**src/rtl/dbus_pkg.sv**
```systemverilog
// Shared address map, timer register layout and timer FSM encoding for the
// M-stage data-bus bridge.
package dbus_pkg;

  localparam logic [31:0] DEF_DM_LIMIT = 32'h0000_3000;
  localparam logic [31:0] DEF_TC0_BASE = 32'h0000_7F00;
  localparam logic [31:0] DEF_TC1_BASE = 32'h0000_7F10;
  localparam logic [31:0] TC_WIN_LAST  = 32'h0000_000B;

  // Register index as seen on addr[3:2]
  localparam logic [1:0] TC_CTRL   = 2'd0;
  localparam logic [1:0] TC_PRESET = 2'd1;
  localparam logic [1:0] TC_COUNT  = 2'd2;

  localparam int CTRL_EN   = 0;
  localparam int CTRL_MODE = 1;
  localparam int CTRL_IM   = 3;
  localparam logic [31:0] CTRL_MASK = 32'h0000_000B;

  localparam logic [3:0] BE_WORD = 4'b1111;

  typedef enum logic [1:0] {
    TC_IDLE = 2'd0,
    TC_LOAD = 2'd1,
    TC_CNT  = 2'd2,
    TC_INT  = 2'd3
  } tc_state_e;

  function automatic logic in_window(input logic [31:0] addr, input logic [31:0] base);
    return (addr >= base) && (addr <= base + TC_WIN_LAST);
  endfunction

endpackage

```
**src/rtl/dbus_bridge_timer_counter.sv**
```systemverilog
// Countdown timer with CTRL/PRESET/COUNT registers and a sticky interrupt
// flag; one instance per timer window on the data bus.
module timer_counter
  import dbus_pkg::*;
(
  input  logic        clk,
  input  logic        reset,
  input  logic        we,
  input  logic [1:0]  addr,
  input  logic [31:0] wdata,
  output logic [31:0] rdata,
  output logic        irq
);

  tc_state_e   state, state_nx;
  logic [31:0] ctrl, preset, count;
  logic        pending;
  logic        ctrl_we, preset_we, en_eff;

  assign ctrl_we   = we && (addr == TC_CTRL);
  assign preset_we = we && (addr == TC_PRESET);
  // An idle timer starts on the same edge as the enabling CTRL store, so the
  // load lands one edge later and COUNT shows PRESET after that edge.
  assign en_eff    = ctrl_we ? wdata[CTRL_EN] : ctrl[CTRL_EN];

  always_ff @(posedge clk or negedge reset) begin
    if (!reset) state <= TC_IDLE;
    else        state <= state_nx;
  end

  always_comb begin
    state_nx = state;
    unique case (state)
      TC_IDLE: if (en_eff) state_nx = TC_LOAD;
      TC_LOAD: state_nx = TC_CNT;
      TC_CNT: begin
        if (!ctrl[CTRL_EN])       state_nx = TC_IDLE;
        else if (count <= 32'd1)  state_nx = TC_INT;
      end
      TC_INT:  state_nx = ctrl[CTRL_MODE] ? TC_LOAD : TC_IDLE;
      default: state_nx = TC_IDLE;
    endcase
  end

  always_ff @(posedge clk or negedge reset) begin
    if (!reset) begin
      ctrl    <= '0;
      preset  <= '0;
      count   <= '0;
      pending <= 1'b0;
    end else begin
      if (state == TC_LOAD)
        count <= (preset == 32'd0) ? 32'd1 : preset;
      else if (state == TC_CNT && ctrl[CTRL_EN])
        count <= (count > 32'd1) ? count - 32'd1 : 32'd0;
      if (state == TC_CNT && ctrl[CTRL_EN] && count <= 32'd1)
        pending <= 1'b1;
      if (state == TC_INT && !ctrl[CTRL_MODE])
        ctrl[CTRL_EN] <= 1'b0;
      // Bus stores come last so a CTRL write beats the FSM's own EN clear.
      if (ctrl_we) begin
        ctrl    <= wdata & CTRL_MASK;
        pending <= 1'b0;
      end
      if (preset_we)
        preset <= wdata;
    end
  end

  always_comb begin
    rdata = '0;
    case (addr)
      TC_CTRL:   rdata = ctrl;
      TC_PRESET: rdata = preset;
      TC_COUNT:  rdata = count;
      default:   rdata = '0;
    endcase
  end

  assign irq = pending && ctrl[CTRL_IM];

endmodule

```
**src/rtl/dbus_bridge.sv**
```systemverilog
// M-stage data-bus bridge: decodes the CPU address onto data memory or one of
// two countdown timers and returns load data combinationally.
module dbus_bridge
  import dbus_pkg::*;
#(
  parameter logic [31:0] DM_LIMIT = DEF_DM_LIMIT,
  parameter logic [31:0] TC0_BASE = DEF_TC0_BASE,
  parameter logic [31:0] TC1_BASE = DEF_TC1_BASE
) (
  input  logic        clk,
  input  logic        reset,
  input  logic [31:0] m_data_addr,
  input  logic [31:0] m_data_wdata,
  input  logic [3:0]  m_data_byteen,
  output logic [31:0] m_data_rdata,
  output logic [31:0] dm_addr,
  output logic [31:0] dm_wdata,
  output logic [3:0]  dm_byteen,
  input  logic [31:0] dm_rdata,
  output logic [1:0]  irq
);

  logic        dm_hit, tc0_hit, tc1_hit, word_store;
  logic [31:0] tc0_rdata, tc1_rdata;

  assign dm_hit     = m_data_addr < DM_LIMIT;
  assign tc0_hit    = in_window(m_data_addr, TC0_BASE);
  assign tc1_hit    = in_window(m_data_addr, TC1_BASE);
  // Timers only accept full-word stores; partial stores are dropped.
  assign word_store = m_data_byteen == BE_WORD;

  assign dm_addr   = m_data_addr;
  assign dm_wdata  = m_data_wdata;
  assign dm_byteen = dm_hit ? m_data_byteen : 4'b0000;

  timer_counter u_tc0 (
    .clk   (clk),
    .reset (reset),
    .we    (tc0_hit && word_store),
    .addr  (m_data_addr[3:2]),
    .wdata (m_data_wdata),
    .rdata (tc0_rdata),
    .irq   (irq[0])
  );

  timer_counter u_tc1 (
    .clk   (clk),
    .reset (reset),
    .we    (tc1_hit && word_store),
    .addr  (m_data_addr[3:2]),
    .wdata (m_data_wdata),
    .rdata (tc1_rdata),
    .irq   (irq[1])
  );

  always_comb begin
    m_data_rdata = '0;
    if (dm_hit)       m_data_rdata = dm_rdata;
    else if (tc0_hit) m_data_rdata = tc0_rdata;
    else if (tc1_hit) m_data_rdata = tc1_rdata;
  end

endmodule
```
**config.mk**
```make
export PLATFORM = sky130hd
export DESIGN_NAME = dbus_bridge
export DESIGN_NICKNAME = d
export VERILOG_FILES = /design/src/rtl/dbus_pkg.sv /design/src/rtl/dbus_bridge_timer_counter.sv /design/src/rtl/dbus_bridge.sv
export SDC_FILE = /design/constraint.sdc
export NUM_CORES = 1
export LEC_CHECK = 0
export BUFFER_PORTS_ARGS = -buffer_cell sky130_fd_sc_hd__buf_2
export CORE_MARGIN = 2
export CORE_UTILIZATION = 56
export CTS_CLUSTER_DIAMETER = 50
export DETAILED_ROUTE_END_ITERATION = 7
export PLACE_DENSITY = 0.91
export SKIP_LAST_GASP = 1
export SLEW_MARGIN = 5
export SYNTH_ARGS = -nofsm -noshare
export SYNTH_HDL_FRONTEND = slang
export SYNTH_HIERARCHICAL = 1
export SYNTH_SLANG_ARGS = --single-unit
```
**constraint.sdc**
```tcl
create_clock -name clk -period 3.5 [get_ports clk]
set_input_delay 0.35 -clock clk [delete_from_list [all_inputs] [get_ports clk]]
set_output_delay 0.35 -clock clk [all_outputs]
set_load 0.03 [all_outputs]
```
# Word level (Yosys, flattened, before mapping)
# Index checks and enable logic that the tools add are counted.
[op_classes]
n_addsub = 2
n_lt_le_gt_ge = 9
eq_ne = 13
muxes = 34
reduce_logical = 31
[ops]
columns = ["op", "count"]
rows = [
  ["$mux W32", 11],
  ["$pmux W32 S3", 2],
  ["$ge A32 B15 Y1 const B", 2],
  ["$gt A32 B1 Y1 const B", 2],
  ["$le A32 B1 Y1 const B", 2],
  ["$le A32 B15 Y1 const B", 2],
  ["$logic_not A32 Y1", 2],
  ["$sub A32 B1 Y32 const B", 2],
  ["$lt A32 B14 Y1 const B", 1],
  ["$logic_and A1 B1 Y1", 16],
  ["$pmux W2 S4", 2],
  ["$mux W1", 12],
  ["$mux W2", 6],
  ["$reduce_bool A2 Y1", 6],
  ["$eq A2 B2 Y1 const B", 5],
  ["$eq A2 B1 Y1 const B", 3],
  ["$logic_not A2 Y1", 3],
  ["$ne A3 B3 Y1 const B", 2],
  ["$eq A4 B4 Y1 const B", 1],
  ["$mux W4", 1],
  ["$ne A2 B1 Y1 const B", 2],
  ["$reduce_and A2 Y1", 2],
  ["$logic_not A1 Y1", 2],
]
[word_totals]
reg_bits = 140
out_inout_bits = 102
word_cells = 101

# Logic depth before layout (Yosys ltp)
# Gate-level depths: netlist (run 1).
[depth]
word_depth = 7
depth_mapped = 10

# Modules after synthesis
# Netlist (run 1), hierarchy kept.
[by_module_without_submodules]
columns = ["module", "instances", "cells_per_inst", "area_per_inst_um2", "seq_area_each_um2"]
rows = [
  ["timer_counter", 2, 390, 3839.9, 1751.7],
  ["dbus_bridge", 1, 204, 1515.2, 0.0],
]

# Worst setup path after synthesis (run 1)
# No wires, ideal clock.
[synth_timing]
path_type = "flip-flop to flip-flop"
startpoint = "register u_tc0.count[8]"
endpoint = "register u_tc0.count[22]"
setup_ns = 0.082
arrival_ns = 2.519
required_ns = 3.418
setup_slack_ns = 0.899
path_stages_with_launch = 8
path_buffers = 2
synth_period_minus_slack_ns = 2.601
path_cell_list = "dfrtp_1 buf_6 or3_1 or4_1 buf_2 or4_4 or4_1 a31oi_1"
[synth_between]
elab_chain_cells = 4
word_cells_on_any_way = 5
cone_classes = "add/sub: 1; order compare: 1; mux: 3"
[synth_rtl]
columns = ["item", "line_no", "rtl"]
rows = [
  ["start, declared", "dbus_bridge_timer_counter.sv:16", "logic [31:0] ctrl, preset, count;"],
  ["start signal, assigned", "dbus_bridge_timer_counter.sv:53", "count <= (preset == 32'd0) ? 32'd1 : preset;"],
  ["start signal, assigned", "dbus_bridge_timer_counter.sv:55", "count <= (count > 32'd1) ? count - 32'd1 : 32'd0;"],
  ["$sub A32 B1 Y32 / $gt A32 B1 Y1 (equally long branches)", "dbus_bridge_timer_counter.sv:55", ""],
  ["$mux W32 *", "dbus_bridge_timer_counter.sv:55", ""],
  ["$mux W32 *", "dbus_bridge_timer_counter.sv:54", "else if (state == TC_CNT && ctrl[CTRL_EN])"],
  ["$mux W32 *", "dbus_bridge_timer_counter.sv:52", "if (state == TC_LOAD)"],
]
# Every way passes the cells marked *; elsewhere a longest branch is shown, timed or not. The select of a mux whose other input is x is not followed.
# A chain may end at the register's enable or synchronous reset.

# Final worst setup path (run 1)
[layout_timing]
startpoint = "register u_tc0.count[8]"
endpoint = "register u_tc0.count[18]"
# The elaborated chain is that of the path after synthesis.

==> impl_results.html, run 1 <==
<table>
<tr><th>Metric</th><th>Value</th></tr>
<tr><th colspan="2">Route</th></tr>
<tr><td>Via count</td><td>about 9400</td></tr>
<tr><td>WL final</td><td>roughly 34000 µm</td></tr>
<tr><td>Detailed router's first-iteration violation count</td><td>approximately 1700</td></tr>
<tr><td>Post-DRT Antenna Nets</td><td>0</td></tr>
<tr><td>Drc violations</td><td>0</td></tr>
<tr><td>Detailed Routing Iterations Pass 1</td><td>7</td></tr>
<tr><td>Avg WL per Cell</td><td>between 20 and 30 µm</td></tr>
<tr><td>Per-cell via count in the routed design</td><td>around 7.1</td></tr>
<tr><th colspan="2">Global route</th></tr>
<tr><td>Wire length of the first global-routing pass</td><td>around 52000 µm</td></tr>
<tr><td>Global-route track usage on met2</td><td>61.9%</td></tr>
<tr><td>GRT Residual Overflow</td><td>0</td></tr>
<tr><td>Number of antenna violations at the first check in global routing</td><td>1</td></tr>
<tr><td>Pin count of the biggest net entering global routing</td><td>between 90 and 100</td></tr>
<tr><td>Met3 GRT Util</td><td>approximately 9.7%</td></tr>
<tr><td>Overall global routing resource usage</td><td>~39%</td></tr>
<tr><td>Fraction of met1 tracks used by global routing</td><td>a little under 50%</td></tr>
<tr><td>Top Usage Layer GRT</td><td>met2</td></tr>
<tr><td>Vias in the first global route</td><td>between 8000 and 9000</td></tr>
<tr><th colspan="2">Setup path</th></tr>
<tr><td>Data required time of the worst path</td><td>3.79 ns</td></tr>
<tr><td>Maximum fanout along the worst path</td><td>9</td></tr>
<tr><td>Path depth of the worst reg2reg path</td><td>7</td></tr>
<tr><td>Crit path DAT</td><td>3.23 ns</td></tr>
<tr><td>Beginning of the worst register-to-register path</td><td>u_tc0/count[8]</td></tr>
<tr><td>Worst setup slack for register-to-register paths</td><td>between 0.5 and 0.6 ns</td></tr>
<tr><td>CP Capture Type</td><td>register</td></tr>
<tr><td>Reg2reg end</td><td>u_tc0/count[18]</td></tr>
<tr><td>Kind of critical path</td><td>register to register</td></tr>
<tr><td>Crit start category</td><td>register</td></tr>
<tr><th colspan="2">Cells and area</th></tr>
<tr><td>Leading cell types in the layout, fill and taps excluded</td><td>202 x buf_2, 140 x dfrtp_1, 100 x mux2_2</td></tr>
<tr><td>Ratio of cells with drive above 1 in the final layout</td><td>between 30% and 40%</td></tr>
<tr><td>Final #Nets</td><td>~1200</td></tr>
<tr><td>Post-layout utilization of the core</td><td>approximately two thirds</td></tr>
<tr><td>Area growth from synthesis to final layout</td><td>14.2%</td></tr>
<tr><td>Most common library cell in the layout ignoring fill and taps</td><td>buf_2</td></tr>
<tr><td>Antenna Diode Count</td><td>0</td></tr>
<tr><th colspan="2">Logic synthesis</th></tr>
<tr><td>Count of flip-flops with a built-in enable after synthesis</td><td>0</td></tr>
<tr><td>Fraction of the yosys area taken by sequential cells</td><td>38.1%</td></tr>
<tr><td>Async set-or-reset flop fraction in the synthesized netlist</td><td>100%</td></tr>
<tr><td>Number of register bits inferred by synthesis</td><td>140</td></tr>
<tr><td>Count of mapped cells out of synthesis</td><td>a little under 1000</td></tr>
<tr><td>Combined area of all synthesized cells</td><td>between 9000 and 10000 µm²</td></tr>
<tr><td>Main synth FF type</td><td>dfrtp_1</td></tr>
<tr><td>Per-instance average area after synthesis</td><td>9.34 µm²</td></tr>
<tr><td>Count of warnings emitted by yosys</td><td>6</td></tr>
<tr><td>Total nets after synthesis</td><td>roughly 1100</td></tr>
<tr><td>Post-synthesis cell type count</td><td>between 40 and 50</td></tr>
<tr><th colspan="2">CTS</th></tr>
<tr><td>Quantity of gates resized following cts</td><td>0</td></tr>
<tr><td>CTS Sinks</td><td>between 100 and 150</td></tr>
<tr><td>Number of buffers inserted during clock tree synthesis</td><td>17</td></tr>
<tr><td>Clock latency on the worst-skew pair</td><td>~0.43 ns</td></tr>
<tr><td>Level count of the clock H-tree</td><td>4</td></tr>
<tr><td>TritonCTS clock tree</td><td>done</td></tr>
<tr><td>Post-CTS setup repair buffer count</td><td>0</td></tr>
<tr><td>Total of hold buffers inserted after clock tree synthesis</td><td>0</td></tr>
<tr><td>Number of buffers on the longest clock path</td><td>2</td></tr>
<tr><td>CTS clk-pin slew, worst paths</td><td>0.06 ns</td></tr>
<tr><td>Cell at the root of the clock tree</td><td>clkbuf_16</td></tr>
<tr><th colspan="2">Power</th></tr>
<tr><td>Cell Pwr Density</td><td>354 nW/µm²</td></tr>
<tr><td>Overall Power</td><td>between 3 and 4 mW</td></tr>
<tr><td>Largest vdd supply drop</td><td>0.000361 V</td></tr>
<tr><td>Static Leakage</td><td>roughly 5.0 nW</td></tr>
<tr><th colspan="2">STA</th></tr>
<tr><td>Headroom to the max-slew limit</td><td>33.6%</td></tr>
<tr><td>Total Neg Setup Slack</td><td>0 ns</td></tr>
<tr><td>Unrepaired setup endpoints after global routing</td><td>no</td></tr>
<tr><td>Period utilization</td><td>a little over four fifths</td></tr>
<tr><td>Fmax</td><td>340 MHz</td></tr>
<tr><td>Max-slew violations</td><td>0</td></tr>
<tr><td>Final hold violations</td><td>0</td></tr>
<tr><td>Min cycle time layout</td><td>just under 3 ns</td></tr>
<tr><td>Final count of negative-setup-slack endpoints</td><td>0</td></tr>
<tr><td>Post-Route Skew</td><td>around 0.0085 ns</td></tr>
<tr><td>Tightest Pin Transition</td><td>about 1.0 ns</td></tr>
<tr><th colspan="2">Outcome</th></tr>
<tr><td>Outcome</td><td>complete, no violations</td></tr>
<tr><th colspan="2">Die</th></tr>
<tr><td>Width of the die</td><td>132 µm</td></tr>
<tr><td>Overall die area</td><td>between 15000 and 20000 µm²</td></tr>
<tr><td>Top-level port count</td><td>204</td></tr>
<tr><td>Placeable core region</td><td>around 16000 µm²</td></tr>
<tr><td>Die outline height</td><td>roughly 130 µm</td></tr>
<tr><td>FP Rows</td><td>46</td></tr>
<tr><td>Starting density of the core</td><td>57.7%</td></tr>
<tr><th colspan="2">Placed design</th></tr>
<tr><td>Final HPWL from detailed placement</td><td>25100 µm</td></tr>
<tr><td>Global placement routability congestion</td><td>just over 1</td></tr>
<tr><td>Port Buffer Count</td><td>around 200</td></tr>
<tr><th colspan="2">Worst hold path</th></tr>
<tr><td>Min-delay worst type</td><td>primary input to async pin</td></tr>
<tr><th colspan="2">Run</th></tr>
<tr><td>Count of max-cap constraint violations</td><td>0</td></tr>
</table>
[report_power, final]
part | switching [mW] | internal (mW)
Clock | 0.748 | 0.998
Combinational | 0.257 | 0.0959
Sequential | 0.00000414 | 1.62
Total | 1.01 | 2.71
[layout make-up]
cell class / instances / area [µm²]
clock buffer: 19 / 443
clock inverter: 13 / 116
fill: 1299 / 5450
inverter: 11 / 41.3
multi-input combinational: 698 / 4870
sequential: 140 / 3500
tap: 216 / 270
timing repair buffer: 233 / 1250
[registers in the layout (all words and copies together), names as in the netlist, 2 cells and up]
name	count
u_tc1/state	2
u_tc1/count	32
u_tc1/preset	32
u_tc0/ctrl	3
u_tc1/ctrl	3
u_tc0/count	32
u_tc0/state	2
u_tc0/preset	32
[kinds of logic after synthesis]
logic type               after synthesis  synth area share (%)
buffers and inverters                146                  9.17
AND/OR/NAND/NOR                      328                  17.9
AO/OA/AOI/OAI                        260                  21.4
multiplexers                         106                  12.9
flip-flops                           140                  38.1
adder cells (fa/ha/maj)                4                 0.544
[routing by layer]
| metal | up-vias | wire, µm |
|---|---|---|
| met5 | - | 0 |
| met4 | 0 | 1920 |
| met3 | 165 | 4200 |
| met2 | 833 | 15700 |
| met1 | 4501 | 12700 |
| li1 | 3925 | - |
[Yosys cell counts (8+ instances only)]
library cell | count | area, µm²
buf_1 | 8 | 30.0
buf_4 | 64 | 480
inv_1 | 11 | 41.3
a21oi_1 | 19 | 95.1
nand2b_1 | 14 | 87.6
a22o_1 | 58 | 508
or3_1 | 12 | 75.1
nor4_1 | 35 | 219
dfrtp_1 | 140 | 3500
o311ai_0 | 14 | 123
o211ai_1 | 26 | 195
mux2_2 | 100 | 1130
and2_1 | 8 | 50.1
o21ai_0 | 48 | 240
a32oi_1 | 38 | 333
a22oi_1 | 10 | 75.1
nand3_1 | 32 | 160
nor3_1 | 25 | 125
nor2_1 | 78 | 293
buf_2 | 8 | 40.0
nand2_1 | 80 | 300
o31ai_1 | 10 | 75.1
clkbuf_1 | 49 | 184
nor2b_1 | 8 | 50.1
and3_1 | 8 | 50.1
a31oi_1 | 10 | 62.6
[stage by stage]
step / setup slack (ns) / std cells / hold slack, ns / cell area [µm²]
2_1_floorplan: 0.899 / 984 / 0.0544 / 9200
3_3_place_gp: 0.773 / 1298 / 0.476 / 9940
3_5_place_dp: 0.714 / 1298 / 0.490 / 9940
4_1_cts: 0.695 / 1330 / 0.0616 / 10500
5_1_grt: 0.395 / 1330 / 0.0885 / 10500
6_report: 0.561 / 1330 / 0.0116 / 10500
[how the worst max path moves through the flow]
stage | cells after the start | slack [ns] | start | end
global route | 8 | 0.40 | u_tc0/count[0] | u_tc0/count[26]
detailed placement | 8 | 0.71 | m_data_addr[3] | m_data_rdata[10]
CTS | 8 | 0.69 | m_data_addr[3] | m_data_rdata[10]
global placement | 8 | 0.77 | m_data_addr[3] | m_data_rdata[10]
floorplan | 7 | 0.90 | u_tc0/count[8] | u_tc0/count[22]
finish | 7 | 0.56 | u_tc0/count[8] | u_tc0/count[18]
[worst max-delay path, stage by stage, from the launching register on]
cell and delay [ns]:
dfrtp_1 0.48, nor4_1 0.59, o211ai_1 0.33, nor4_1 0.43, buf_4 0.24, nor2_1 0.12, nor2_1 0.44, o21ai_0 0.18
No activity file was read; power rests on OpenSTA's default activity.
==> run 2, diff against run 1 <==
- ABC_AREA: not set -> 1
- CORE_UTILIZATION: 56 -> 52
- PLACE_DENSITY: 0.91 -> 0.87
- clock period: 3.5 -> 2.6 ns (I/O delays scaled with it)
==> impl_results.html, run 2 <==
<table>
<tr><th>Metric</th><th>Value</th></tr>
<tr><th colspan="2">CTS</th></tr>
<tr><td>Level count of the clock H-tree</td><td>4 (unchanged)</td></tr>
<tr><td>Number of buffers inserted during clock tree synthesis</td><td>17 (unchanged)</td></tr>
<tr><td>Cell at the root of the clock tree</td><td>clkbuf_16</td></tr>
<tr><td>CTS Sinks</td><td>140 (unchanged)</td></tr>
<tr><td>Clock latency on the worst-skew pair</td><td>0.43 ns (about the same)</td></tr>
<tr><td>Number of buffers on the longest clock path</td><td>2 (unchanged)</td></tr>
<tr><td>CTS clk-pin slew, worst paths</td><td>0.06 ns (about the same)</td></tr>
<tr><td>Post-CTS setup repair buffer count</td><td>0 (unchanged)</td></tr>
<tr><td>TritonCTS clock tree</td><td>done</td></tr>
<tr><td>Quantity of gates resized following cts</td><td>0 (unchanged)</td></tr>
<tr><th colspan="2">Cells and area</th></tr>
<tr><td>Most common library cell in the layout ignoring fill and taps</td><td>nand2_1</td></tr>
<tr><td>Ratio of cells with drive above 1 in the final layout</td><td>18.1% (-16 points)</td></tr>
<tr><td>Final #Nets</td><td>1953 (+62%)</td></tr>
<tr><td>Number of non-filler instances in the completed layout</td><td>2134 (+60%)</td></tr>
<tr><td>Area growth from synthesis to final layout</td><td>14.4%</td></tr>
<tr><td>Fillers</td><td>1964 (+51%)</td></tr>
<tr><td>Leading cell types in the layout, fill and taps excluded</td><td>341 x nand2_1, 303 x inv_1, 263 x nor2_1</td></tr>
<tr><th colspan="2">Route</th></tr>
<tr><td>Post-DRT Antenna Nets</td><td>0 (unchanged)</td></tr>
<tr><td>Detailed Routing Iterations Pass 1</td><td>8 (+1)</td></tr>
<tr><td>Per-cell via count in the routed design</td><td>5.67 (-20%)</td></tr>
<tr><td>WL final</td><td>41700 µm (+21%)</td></tr>
<tr><td>Avg WL per Cell</td><td>19.6 µm (-25%)</td></tr>
<tr><td>Drc violations</td><td>0 (unchanged)</td></tr>
<tr><td>Detailed router's first-iteration violation count</td><td>1506 (-12%)</td></tr>
<tr><td>Via count</td><td>12100 (+28%)</td></tr>
<tr><th colspan="2">Die</th></tr>
<tr><td>Placeable core region</td><td>20400 µm² (+28%)</td></tr>
<tr><td>Width of the die</td><td>149 µm (+13%)</td></tr>
<tr><td>Starting density of the core</td><td>53.5% (-4.2 points)</td></tr>
<tr><td>Overall die area</td><td>22100 µm² (+27%)</td></tr>
<tr><td>Top-level port count</td><td>204 (unchanged)</td></tr>
<tr><td>Die outline height</td><td>149 µm (+13%)</td></tr>
<tr><td>FP Rows</td><td>52 (+13%)</td></tr>
<tr><th colspan="2">Setup path</th></tr>
<tr><td>Crit path DAT</td><td>2.07 ns (-1.16 ns)</td></tr>
<tr><td>Maximum fanout along the worst path</td><td>29 (+20)</td></tr>
<tr><td>CP Capture Type</td><td>output port</td></tr>
<tr><td>Crit start category</td><td>primary input</td></tr>
<tr><td>Data required time of the worst path</td><td>2.34 ns (-1.45 ns)</td></tr>
<tr><td>Kind of critical path</td><td>primary input to output port</td></tr>
<tr><th colspan="2">STA</th></tr>
<tr><td>Max-slew violations</td><td>0 (unchanged)</td></tr>
<tr><td>Min cycle time layout</td><td>roughly 2.3 ns</td></tr>
<tr><td>Post-Route Skew</td><td>0.00768 ns (-0.000853 ns)</td></tr>
<tr><td>Period utilization</td><td>~90%</td></tr>
<tr><td>Final hold violations</td><td>0 (unchanged)</td></tr>
<tr><td>Tightest Pin Transition</td><td>0.713 ns (-0.284 ns)</td></tr>
<tr><td>Headroom to the max-slew limit</td><td>52.3% (+19 points)</td></tr>
<tr><td>Fmax</td><td>430 MHz</td></tr>
<tr><td>Final count of negative-setup-slack endpoints</td><td>0 (unchanged)</td></tr>
<tr><td>Unrepaired setup endpoints after global routing</td><td>no</td></tr>
<tr><td>Total Neg Setup Slack</td><td>0 ns (unchanged)</td></tr>
<tr><th colspan="2">Placed design</th></tr>
<tr><td>Final HPWL from detailed placement</td><td>31900 µm (+27%)</td></tr>
<tr><td>Global placement routability congestion</td><td>0.991 (-3.2%)</td></tr>
<tr><td>Port Buffer Count</td><td>203 (unchanged)</td></tr>
<tr><td>Cell total after placement</td><td>2097 (+62%)</td></tr>
<tr><th colspan="2">Logic synthesis</th></tr>
<tr><td>Post-synthesis cell type count</td><td>29 (-38%)</td></tr>
<tr><td>Most repeated cell in the gate-level netlist after synthesis</td><td>nand2_1</td></tr>
<tr><td>Per-instance average area after synthesis</td><td>6.36 µm² (-32%)</td></tr>
<tr><td>Combined area of all synthesized cells</td><td>10900 µm² (+18%)</td></tr>
<tr><td>Fraction of the yosys area taken by sequential cells</td><td>32.2% (-5.9 points)</td></tr>
<tr><td>Async set-or-reset flop fraction in the synthesized netlist</td><td>100% (unchanged)</td></tr>
<tr><td>Main synth FF type</td><td>dfrtp_1</td></tr>
<tr><td>Number of register bits inferred by synthesis</td><td>140 (unchanged)</td></tr>
<tr><td>Count of warnings emitted by yosys</td><td>6 (unchanged)</td></tr>
<tr><td>Total nets after synthesis</td><td>1818 (+67%)</td></tr>
<tr><td>Count of mapped cells out of synthesis</td><td>1712 (+74%)</td></tr>
<tr><td>Area leader, netlist</td><td>dfrtp_1</td></tr>
<tr><td>Count of flip-flops with a built-in enable after synthesis</td><td>0 (unchanged)</td></tr>
<tr><td>Area fraction of the dominant cell type after synthesis</td><td>32.2% (-5.9 points)</td></tr>
<tr><td>Top cells by instance count after synthesis</td><td>343 x nand2_1, 303 x inv_1, 263 x nor2_1</td></tr>
<tr><td>Top post-synthesis cells by area</td><td>dfrtp_1 32%, nand2_1 12%, inv_1 10%, nor2_1 9.1%, nand3_1 5.9%</td></tr>
<tr><th colspan="2">Global route</th></tr>
<tr><td>Vias in the first global route</td><td>11100 (+26%)</td></tr>
<tr><td>Overall global routing resource usage</td><td>37.8% (-0.96 points)</td></tr>
<tr><td>GRT Residual Overflow</td><td>0 (unchanged)</td></tr>
<tr><td>Wire length of the first global-routing pass</td><td>62800 µm (+21%)</td></tr>
<tr><td>Pin count of the biggest net entering global routing</td><td>70 (-29%)</td></tr>
<tr><td>Number of antenna violations at the first check in global routing</td><td>5 (+4)</td></tr>
<tr><th colspan="2">Outcome</th></tr>
<tr><td>Outcome</td><td>complete, no violations</td></tr>
<tr><th colspan="2">Run</th></tr>
<tr><td>Count of max-cap constraint violations</td><td>0 (unchanged)</td></tr>
<tr><th colspan="2">Worst hold path</th></tr>
<tr><td>Min-delay worst type</td><td>primary input to register</td></tr>
</table>
==> run 2: final timing paths <==
path / start / to / slack [ns] / cells after the start
worst max register to register: u_tc1/count[6] / u_tc1/count[20] / 0.55 / 9
max in group asynchronous: reset / u_tc1/count[2] / 1.34 / 3
worst max-delay path: m_data_addr[2] / m_data_rdata[21] / 0.27 / 11
min in group asynchronous: reset / u_tc0/pending / 0.42 / 2
worst min register to register: u_tc0/preset[3] / u_tc0/preset[3] / 0.49 / 2
worst min-delay path: m_data_wdata[6] / u_tc0/preset[6] / 0.11 / 3
==> run 2: layer usage <==
metal  GRT usage, %  routed length, µm  vias to the layer above
met2           59.3              18500                      867
met3           10.6               5660                      116
met5              0                 31                        -
met4           15.8               1740                        4
met1           49.4              15800                     5531
li1               -                  -                     5579
==> run 2: cell families after synthesis <==
group                      Yosys count  share of synthesized area (%)
buffers and inverters              440                           18.7
xor gates and xnor gates            28                           2.25
AOI/OAI and AO/OA                  282                           13.9
adders and majority gates            4                          0.459
and+or+nand+nor                    818                           32.5
DFF                                140                           32.2
==> run 2: per-stage QoR <==
step / utilization [%] / area, µm² / hold WS, ns / setup slack, ns
finish: 61.2 / 12500 / 0.111 / 0.272
global route: 61.2 / 12500 / 0.120 / 0.212
CTS: 61.1 / 12500 / 0.111 / 0.336
detailed placement: 58.1 / 11800 / 0.330 / 0.346
global placement: 58.1 / 11800 / 0.326 / 0.330
floorplan: - / 10900 / -0.0356 / 0.819
==> run 2: critical path, stage by stage <==
cell,delay [ns]
buf_2,0.18
inv_1,0.09
nor2_1,0.28
inv_1,0.15
buf_12,0.20
o22ai_1,0.30
nand3_1,0.12
nand2_1,0.12
nand2_1,0.09
nand2_1,0.07
buf_2,0.19
==> run 2: repair_timing <==
item                                   4_1_cts  5_1_grt
endpoints found under the hold margin       66        0
setup endpoints to repair                    0        0
hold buffers                                 1        0
==> run 2: cell type report <==
class / instances / area, µm² / share of cell area (%)
inverters: 307 / 1150 / 9.27
well taps: 270 / 338 / 2.71
multi-input cells: 1132 / 5360 / 43.0
repair buffers: 249 / 1500 / 12.0
flip-flops and latches: 140 / 3500 / 28.1
diodes: 4 / 10.0 / 0.0803
clock buffers: 19 / 443 / 3.55
clock inverters: 13 / 156 / 1.26
Power of run 2 is left out: the tool's default activity adds up to more than one toggle a clock period on the data nets, which glitch-free logic cannot reach.
==> run 3, diff against run 2 <==
- CORE_UTILIZATION: 52 -> 45
- CTS_CLUSTER_DIAMETER: 50 -> 150
- PLACE_DENSITY: 0.87 -> 0.78
==> impl_results.html, run 3 (synthesized netlist as in run 2, its figures left out) <==
<table>
<tr><th>Metric</th><th>Value</th></tr>
<tr><th colspan="2">STA</th></tr>
<tr><td>Post-Route Skew</td><td>0.00881 ns (+0.00113 ns)</td></tr>
<tr><td>Final worst setup slack</td><td>0.191 ns (-0.0817 ns)</td></tr>
<tr><td>Final hold violations</td><td>0 (unchanged)</td></tr>
<tr><td>Period utilization</td><td>92.7% (+3.1 points)</td></tr>
<tr><td>Total Neg Setup Slack</td><td>0 ns (unchanged)</td></tr>
<tr><td>Tightest Pin Transition</td><td>0.722 ns (+0.00971 ns)</td></tr>
<tr><td>Unrepaired setup endpoints after global routing</td><td>no</td></tr>
<tr><td>Max-slew violations</td><td>0 (unchanged)</td></tr>
<tr><td>Final count of negative-setup-slack endpoints</td><td>0 (unchanged)</td></tr>
<tr><td>Headroom to the max-slew limit</td><td>51.7% (-0.59 points)</td></tr>
<tr><td>Fmax</td><td>415 MHz (-3.4%)</td></tr>
<tr><td>Min cycle time layout</td><td>2.41 ns (+0.0817 ns)</td></tr>
<tr><th colspan="2">Global route</th></tr>
<tr><td>Pin count of the biggest net entering global routing</td><td>93 (+33%)</td></tr>
<tr><td>Global-route track usage on met2</td><td>49.3% (-10 points)</td></tr>
<tr><td>GRT Residual Overflow</td><td>0 (unchanged)</td></tr>
<tr><td>Top Usage Layer GRT</td><td>met2</td></tr>
<tr><td>Wire length of the first global-routing pass</td><td>61300 µm (-2.3%)</td></tr>
<tr><td>Vias in the first global route</td><td>10900 (-2.1%)</td></tr>
<tr><td>Met3 GRT Util</td><td>5.97% (-4.6 points)</td></tr>
<tr><td>Fraction of met1 tracks used by global routing</td><td>42.9% (-6.5 points)</td></tr>
<tr><td>Overall global routing resource usage</td><td>31.0% (-6.7 points)</td></tr>
<tr><td>Number of antenna violations at the first check in global routing</td><td>0 (-5)</td></tr>
<tr><th colspan="2">Worst hold path</th></tr>
<tr><td>Hold path cells</td><td>3 (unchanged)</td></tr>
<tr><td>Endpoint with the worst hold slack</td><td>u_tc0/ctrl[3]</td></tr>
<tr><td>Critical hold path startpoint</td><td>m_data_wdata[3]</td></tr>
<tr><td>Min-delay worst type</td><td>primary input to register</td></tr>
<tr><th colspan="2">Die</th></tr>
<tr><td>Die outline height</td><td>160 µm (+7.3%)</td></tr>
<tr><td>Width of the die</td><td>160 µm (+7.3%)</td></tr>
<tr><td>FP Rows</td><td>56 (+7.7%)</td></tr>
<tr><td>Top-level port count</td><td>204 (unchanged)</td></tr>
<tr><td>Placeable core region</td><td>23600 µm² (+16%)</td></tr>
<tr><td>Overall die area</td><td>25500 µm² (+15%)</td></tr>
<tr><td>Starting density of the core</td><td>46.1% (-7.4 points)</td></tr>
<tr><th colspan="2">Cells and area</th></tr>
<tr><td>Number of non-filler instances in the completed layout</td><td>2182 (+2.2%)</td></tr>
<tr><td>Most common library cell in the layout ignoring fill and taps</td><td>nand2_1</td></tr>
<tr><td>Area occupied by registers</td><td>3500 µm² (unchanged)</td></tr>
<tr><td>Leading cell types in the layout, fill and taps excluded</td><td>341 x nand2_1, 303 x inv_1, 263 x nor2_1</td></tr>
<tr><td>Area growth from synthesis to final layout</td><td>14.8%</td></tr>
<tr><td>Finished layout cell area</td><td>12500 µm² (+0.38%)</td></tr>
<tr><td>Final #Nets</td><td>1956 (+0.15%)</td></tr>
<tr><td>Fillers</td><td>2382 (+21%)</td></tr>
<tr><td>Area of the multi-input gates</td><td>5360 µm² (unchanged)</td></tr>
<tr><td>Ratio of cells with drive above 1 in the final layout</td><td>18.2% (+0.078 points)</td></tr>
<tr><td>Antenna Diode Count</td><td>0 (-4)</td></tr>
<tr><th colspan="2">Placed design</th></tr>
<tr><td>Total placed instance area</td><td>11900 µm² (+0.60%)</td></tr>
<tr><td>Pre-CTS setup slack</td><td>0.240 ns (-0.106 ns)</td></tr>
<tr><td>Cell total after placement</td><td>2149 (+2.5%)</td></tr>
<tr><td>Port Buffer Count</td><td>203 (unchanged)</td></tr>
<tr><td>Global placement routability congestion</td><td>1.02 (+3.4%)</td></tr>
<tr><td>Final HPWL from detailed placement</td><td>31500 µm (-1.3%)</td></tr>
<tr><th colspan="2">Setup path</th></tr>
<tr><td>Maximum fanout along the worst path</td><td>16 (-45%)</td></tr>
<tr><td>CP Capture Type</td><td>output port</td></tr>
<tr><td>Reg2reg end</td><td>u_tc0/count[20]</td></tr>
<tr><td>Worst setup slack for register-to-register paths</td><td>0.60 ns (+0.05 ns)</td></tr>
<tr><td>Path depth of the worst reg2reg path</td><td>9 (unchanged)</td></tr>
<tr><td>Kind of critical path</td><td>primary input to output port</td></tr>
<tr><td>Crit start category</td><td>primary input</td></tr>
<tr><td>Data required time of the worst path</td><td>2.34 ns (about the same)</td></tr>
<tr><td>Beginning of the worst register-to-register path</td><td>u_tc0/count[12]</td></tr>
<tr><td>Crit path DAT</td><td>2.15 ns (+0.08 ns)</td></tr>
<tr><th colspan="2">Route</th></tr>
<tr><td>Post-DRT Antenna Nets</td><td>0 (unchanged)</td></tr>
<tr><td>Per-cell via count in the routed design</td><td>5.46 (-3.7%)</td></tr>
<tr><td>Detailed Routing Iterations Pass 1</td><td>6 (-2)</td></tr>
<tr><td>Via count</td><td>11900 (-1.5%)</td></tr>
<tr><td>Avg WL per Cell</td><td>18.6 µm (-4.8%)</td></tr>
<tr><td>Detailed router's first-iteration violation count</td><td>1395 (-7.4%)</td></tr>
<tr><td>WL final</td><td>40600 µm (-2.7%)</td></tr>
<tr><td>Drc violations</td><td>0 (unchanged)</td></tr>
<tr><th colspan="2">CTS</th></tr>
<tr><td>Clock latency on the worst-skew pair</td><td>0.43 ns (about the same)</td></tr>
<tr><td>TritonCTS clock tree</td><td>done</td></tr>
<tr><td>Cell at the root of the clock tree</td><td>clkbuf_16</td></tr>
<tr><td>Level count of the clock H-tree</td><td>4 (unchanged)</td></tr>
<tr><td>CTS clk-pin slew, worst paths</td><td>0.06 ns (about the same)</td></tr>
<tr><td>Quantity of gates resized following cts</td><td>0 (unchanged)</td></tr>
<tr><td>Number of buffers on the longest clock path</td><td>2 (unchanged)</td></tr>
<tr><td>Number of buffers inserted during clock tree synthesis</td><td>17 (unchanged)</td></tr>
<tr><td>CTS Sinks</td><td>140 (unchanged)</td></tr>
<tr><th colspan="2">Run</th></tr>
<tr><td>Count of max-cap constraint violations</td><td>0 (unchanged)</td></tr>
<tr><th colspan="2">Outcome</th></tr>
<tr><td>Outcome</td><td>complete, no violations</td></tr>
</table>
-- run 3: cell types whose count changed in the layout (fill, tap and decap cells not counted) --
cell,change
clkinvlp_4,+3
buf_12,-1
inv_8,-2
buf_4,+4
clkbuf_1,+1
diode_2,-4
inv_6,-2
-- run 3: timing repair --
action	CTS	global route
hold endpoints to repair	99	0
hold buffers	1	0
buffers inserted	0	0
-- run 3: how the worst max path moves through the flow --
stage	from	to	slack (ns)	cells past startpoint
after floorplan	m_data_addr[13]	u_tc0/preset[0]	0.82	11
after detailed placement	m_data_addr[2]	m_data_rdata[18]	0.24	10
after global routing	m_data_addr[2]	m_data_rdata[18]	0.09	10
after CTS	m_data_addr[2]	m_data_rdata[18]	0.23	10
after global placement	m_data_addr[16]	m_data_rdata[26]	0.26	12
final	m_data_addr[2]	m_data_rdata[18]	0.19	10
-- run 3: metal layers --
metal  part of all wire, %  wire (µm)  vias up
met5                     0          0        -
met4                   2.4        964        0
met3                    10       4100       68
met2                    45      18300      705
met1                    42      17200     5572
li1                      -          -     5568
-- run 3: critical path: stages --
cell and delay, ns:
buf_2 0.18, inv_1 0.12, nand2_1 0.43, buf_4 0.36, o22ai_1 0.22, nand3_1 0.11
nand2_1 0.12, nand2_1 0.08, nand2_1 0.06, buf_2 0.21
-- run 3: cell type report --
class                      count  area share [%]
timing repair buffer         252            12.0
clock buffer                  20            3.57
tap                          319            3.19
multi-input combinational   1132            42.9
inverter                     307            9.23
clock inverter                12            1.11
sequential                   140            28.0
-- run 3: per-stage QoR --
step	utilization [%]	hold slack, ns
floorplan	-	-0.0356
detailed placement	50.5	0.0669
finish	53.0	0.133
global placement	50.5	0.0675
CTS	53.0	0.124
global route	53.0	0.134
Power of run 3 is left out for the same reason.
